$ cat src/rtl/lsu_pkg.sv
// Shared definitions for the load/store unit controller.
// Opcodes, latency-counter width and FSM state encoding.
package lsu_pkg;

    localparam logic [3:0] OP_STORE = 4'b1111;
    localparam logic [3:0] OP_LOAD  = 4'b1110;

    // Read latency is at most 4, so the down-counter needs 2 bits.
    localparam int LAT_CW = 2;

    typedef enum logic [1:0] {
        IDLE,
        WRITE,
        READ,
        CAPTURE
    } lsu_state_t;

endpackage

$ cat src/rtl/lsu_ctrl.sv
// Load/store unit controller: accepts one instruction at a time and
// sequences a single-cycle store or an RD_LAT-cycle load.
module lsu_ctrl
    import lsu_pkg::*;
#(
    parameter int RD_LAT = 1,
    parameter int AW     = 8
) (
    input  logic          clk,
    input  logic          rst_n,
    input  logic          req_valid,
    output logic          req_ready,
    input  logic [15:0]   inst,
    input  logic [7:0]    result,
    output logic [AW-1:0] mem_addr,
    output logic [7:0]    mem_wdata,
    output logic          mem_en,
    input  logic [7:0]    mem_rdata,
    output logic [7:0]    load_data,
    output logic          load_valid,
    output logic          done,
    output logic [7:0]    txn_count
);

    lsu_state_t        r_state;
    lsu_state_t        w_state_nxt;
    logic [LAT_CW-1:0] r_lat_cnt;
    logic              r_nop_done;
    logic [AW-1:0]     r_mem_addr;
    logic [7:0]        r_mem_wdata;
    logic [7:0]        r_load_data;
    logic [7:0]        r_txn_count;
    logic              w_accept;
    logic              w_is_store;
    logic              w_is_load;

    assign req_ready  = (r_state == IDLE);
    assign w_accept   = req_valid && req_ready;
    assign w_is_store = (inst[15:12] == OP_STORE);
    assign w_is_load  = (inst[15:12] == OP_LOAD);

    assign mem_addr  = r_mem_addr;
    assign mem_wdata = r_mem_wdata;
    assign txn_count = r_txn_count;

    always_comb begin
        w_state_nxt = r_state;
        mem_en      = 1'b0;
        load_valid  = 1'b0;
        done        = r_nop_done;
        load_data   = r_load_data;
        unique case (r_state)
            IDLE: begin
                if (w_accept) begin
                    unique case (1'b1)
                        w_is_store: w_state_nxt = WRITE;
                        w_is_load:  w_state_nxt = READ;
                        default:    w_state_nxt = IDLE;
                    endcase
                end
            end
            WRITE: begin
                mem_en      = 1'b1;
                done        = 1'b1;
                w_state_nxt = IDLE;
            end
            READ: begin
                if (r_lat_cnt == '0) begin
                    w_state_nxt = CAPTURE;
                end
            end
            CAPTURE: begin
                // Forward the returning byte so it is visible with load_valid.
                load_valid  = 1'b1;
                done        = 1'b1;
                load_data   = mem_rdata;
                w_state_nxt = IDLE;
            end
            default: w_state_nxt = IDLE;
        endcase
    end

    always_ff @(posedge clk or negedge rst_n) begin
        if (!rst_n) begin
            r_state     <= IDLE;
            r_lat_cnt   <= '0;
            r_nop_done  <= 1'b0;
            r_mem_addr  <= '0;
            r_mem_wdata <= '0;
            r_load_data <= '0;
            r_txn_count <= '0;
        end else begin
            r_state    <= w_state_nxt;
            r_nop_done <= w_accept && !w_is_store && !w_is_load;
            if (w_accept) begin
                r_mem_addr  <= inst[AW-1:0];
                r_mem_wdata <= result;
                r_lat_cnt   <= LAT_CW'(RD_LAT - 1);
            end else if (r_state == READ && r_lat_cnt != '0) begin
                r_lat_cnt <= r_lat_cnt - 1'b1;
            end
            if (r_state == CAPTURE) begin
                r_load_data <= mem_rdata;
            end
            if (r_state == WRITE || r_state == CAPTURE) begin
                r_txn_count <= r_txn_count + 8'd1;
            end
        end
    end

endmodule

$ cat config.mk
export PLATFORM = sky130hd
export DESIGN_NAME = lsu_ctrl
export DESIGN_NICKNAME = d
export VERILOG_FILES = /design/src/rtl/lsu_pkg.sv /design/src/rtl/lsu_ctrl.sv
export SDC_FILE = /design/constraint.sdc
export NUM_CORES = 1
export LEC_CHECK = 0
export CORE_UTILIZATION = 40
export DETAILED_ROUTE_END_ITERATION = 16
export DONT_BUFFER_PORTS = 1
export GPL_TIMING_DRIVEN = 0
export PLACE_DENSITY = 0.61
export SYNTH_ARGS = -nofsm -noshare
export SYNTH_HDL_FRONTEND = slang
export SYNTH_SLANG_ARGS = --single-unit
$ cat constraint.sdc
create_clock -name clk -period 3.8 [get_ports clk]
set_clock_uncertainty 0.1 [all_clocks]
set_input_delay 0.95 -clock clk [delete_from_list [all_inputs] [get_ports clk]]
set_output_delay 0.95 -clock clk [all_outputs]
set_load 0.01 [all_outputs]
[Word-level counts from Yosys, hierarchy flattened]
Index checks and enable logic that the tools add are counted.
Cells by class
  add/subtract/negate cells: 2
  equal/unequal tests: 7
  muxes and demuxes: 10
  reduce and logical (&&, ||, !) cells: 13
Operators by type and width (number)
  $add 8x1->8 const B: 1
  $eq 4x4->1 const B: 2
  $mux 2: 4
  $mux 8: 1
  $pmux 2 s3: 1
  $eq 2x2->1 const B: 2
  $logic_and 1x1->1: 4
  $logic_not 2->1: 2
  $pmux 2 s2: 1
  $reduce_bool 2->1: 2
  $mux 1: 3
  $eq 2x1->1 const B: 1
  $logic_not 1->1: 2
  $ne 2x1->1 const B: 1
  $ne 2x2->1 const B: 1
  $reduce_and 2->1: 1
  $reduce_or 2->1: 1
  $sub 2x1->2 const B: 1
  $logic_or 1x1->1: 1
Word-level totals
  bits in registers: 37
  input bits: 35
  output and inout bits: 36
  logic and storage cells: 39

[Longest topological paths before layout]
  word-level depth: 4
  mapped depth: 5

[Worst setup path before layout]
No wires, ideal clock.
  path kind: in2out
  start point: input port mem_rdata[0]
  end point: output port load_data[0]
  arrival: 1.230 ns
  required time: 2.750 ns
  path slack: 1.520 ns
  stages: 1
  buffers on the path: 0
  cells stage by stage: mux2_2
On the way
  cells in the longest elaborated chain, start to end: 1
RTL lines
  start, declared: RTL line lsu_ctrl.sv:18  | input logic [7:0] mem_rdata,
  $mux 8
  end, declared: RTL line lsu_ctrl.sv:19  | output logic [7:0] load_data,
Every way passes these cells.

[Worst setup path in the final report]
  start point: register r_state[1]
  end point: output port load_data[2]
On the way
  cells in the longest elaborated chain, start to end: 2
RTL lines
  start, declared: RTL line lsu_ctrl.sv:25  | lsu_state_t r_state;
  start signal, assigned: RTL line lsu_ctrl.sv:93  | r_state <= w_state_nxt;
  $eq 2x2->1: RTL line lsu_ctrl.sv:52  | unique case (r_state)
  $mux 8
Every way passes these cells.

==> results.tsv <==
metric	value	unit
cp_max_fo	9	
critPathLaunchType	flop	
grt_antenna_before_repair	0	
synth_nets	143	
yosys_warnings	0	
syn-cell-area	1534	um^2
clock_latency	0.28	ns
drt-initial-drc-count	29	
yosysUniqueCellTypes	26	
regArea	925.9	um^2
period_needed	2.578	ns
cts_resized	0	
finalSetupTns	0	ns
wirelength	2.449	mm
max_freq	387.9	MHz
crit_path_end_kind	output port	
grt_use_met1	15.37	%
max_slew_margin	72.23	%
status	finished clean	
worst_hold_path_type	primary input to asynchronous set/reset pin	
multi_input_area	566.8	um^2
clockBufferDepth	2	
avgSynthCellArea	14.47	um^2
setup_viol_count_final	0	
ioPinCount	71	
synthFlopType	dfrtp_1	
cts_sinks	37	
gr-usage-all-layers	13.26	%
drive_gt1_share	31.58	%
cp.required	2.75	ns
nFillCells	324	
postCtsSetupBuffers	0	
coreArea	3661	um^2
num_vias	842	
post-route-period-util	67.85	%
dpl.hpwl	1.770	mm
ant_nets	0	
grt-ovfl-total	0	
arrival	1.53	ns
rows	22	
antenna_cells	0	
synth_seq_cells	37	
rsz0062_at_grt	no	
path_class	flop to output port	
gp_congestion	0.6040	
grt_most_used_layer	met2	
met3_usage	6.607	%
die_w	63.93	um
grt_pass1_wl	3.967	mm
htreeDepth	2	
die_area	4086	um^2
leakage	0.0007802	uW
start_util	41.90	%
post-place-ws	1.484	ns
synth_cells	106	
hold_viol_final	0	
syn2layout_area_growth	11.50	%
dieHeight	63.93	um
cellPowerDensity	867.6	nW/um^2
setup_slack	1.222	ns
io_buffers	0	
grt_max_degree	38	
final_nets	150	
grt_pass1_vias	877	
drv_cap	0	
wire_per_inst	15.12	um
first_pass_iters	2	
ir_drop	0.0003594	V
clockRootBuffer	clkbuf_8	
ctsHoldBuffers	0	
final_max_slew_viol_count	0	
drc_errors	0	
use_met2	19.68	%
worstMarginPinSlew	0.4155	ns
numCtsBuffers	5	
cts_tree	built	
async_flop_share	100.0	%
vias_per_cell	5.198	
synth_edf_count	0	
clkSlewWorstSetupHoldPaths	0.07	ns
yosysSeqAreaShare	60.36	%
==> placed cells by master, fill, tap and decap left out <==
cell type,Yosys,final
nor2b_1,1,1
xor2_1,3,3
and3_1,1,1
inv_1,4,4
mux2_2,15,15
nand2b_1,1,1
nand2_1,6,6
or3_1,2,2
a22o_1,2,2
xnor2_1,4,4
nor3_1,1,1
o22ai_1,1,1
clkbuf_8,0,6
ha_1,2,2
a31oi_1,1,1
and2_1,1,1
buf_6,2,2
o31ai_1,1,1
nor2_1,1,1
dfrtp_1,37,37
mux2_4,10,10
o21bai_1,1,1
o21ai_0,2,2
bufinv_16,0,1
nand4_1,4,4
or2_2,1,1
nor2_2,1,1
clkbuf_1,1,2
==> power breakdown <==
group | switching (uW) | internal (uW) | total (uW)
Combinational | 176 | 229 | 406
Sequential | 175 | 564 | 738
Clock | 126 | 214 | 340
==> registers in the layout, summed over array words and instances, names as in the netlist <==
register and flops:
mem_addr 8, mem_wdata 8, r_load_data 8, txn_count 8, r_lat_cnt 2, r_state 2
r_nop_done 1
==> routing by layer <==
metal,up-vias,wire length (um),share of wire (%)
met5,-,0,0
met4,0,29,1.2
met3,4,314,13
met2,54,1099,45
met1,403,1005,41
li1,381,-,-
==> worst max-delay path, cell delays in order (launching register included) <==
cell     delay [ns]
dfrtp_1        0.46
nand2_1        0.36
mux2_2         0.43
==> per-stage QoR <==
step / area (um^2) / instances / total power [uW] / hold slack (ns) / utilization, %
global route: 1710 / 162 / 1566 / 0.2431 / 46.72
CTS: 1710 / 162 / 1507 / 0.2454 / 46.72
floorplan: 1534 / 106 / 1079 / 0.3658 / -
detailed placement: 1594 / 154 / 1159 / 0.3926 / 43.54
global placement: 1594 / 154 / 1144 / 0.3855 / 43.54
finish: 1710 / 162 / 1484 / 0.2593 / 46.72
==> kinds of logic after synthesis <==
kind of cell             share of synthesized area [%]
buffers and inverters                            2.691
XOR/XNOR                                         3.997
adder cells (fa/ha/maj)                          1.631
AND/OR/NAND/NOR                                  6.934
flip-flops                                       60.36
multiplexers                                     20.80
AO/OA/AOI/OAI                                    3.590
==> cells in the mapped netlist (3+ instances only) <==
master / number / area [um^2]
dfrtp_1: 37 / 925.9
inv_1: 4 / 15.01
mux2_2: 15 / 168.9
mux2_4: 10 / 150.1
nand2_1: 6 / 22.52
nand4_1: 4 / 25.02
xnor2_1: 4 / 35.03
xor2_1: 3 / 26.28
==> final timing paths <==
check                                          from                       end  slack [ns]  depth (start not counted)
max                          r_state[1]$_DFFE_PN0P_              load_data[2]        1.22                          2
min reg2reg                r_lat_cnt[1]$_DFFE_PN0P_  r_lat_cnt[1]$_DFFE_PN0P_        0.40                          1
min in group clk           r_lat_cnt[1]$_DFFE_PN0P_  r_lat_cnt[1]$_DFFE_PN0P_        0.40                          1
max reg2reg                  r_state[1]$_DFFE_PN0P_  mem_wdata[4]$_DFFE_PN0P_        2.07                          5
min                                           rst_n  mem_wdata[1]$_DFFE_PN0P_        0.26                          0
max in group asynchronous                     rst_n  r_lat_cnt[1]$_DFFE_PN0P_        3.26                          0
==> area by class of cell <==
class | instances | area share, %
Buffer | 3 | 1.536
Inverter | 4 | 0.8778
Multi-Input combinational cell | 62 | 33.14
Clock buffer | 7 | 5.048
Clock inverter | 1 | 1.756
Tap cell | 48 | 3.511
Sequential cell | 37 | 54.13
Power figures use the tool's default switching activity.
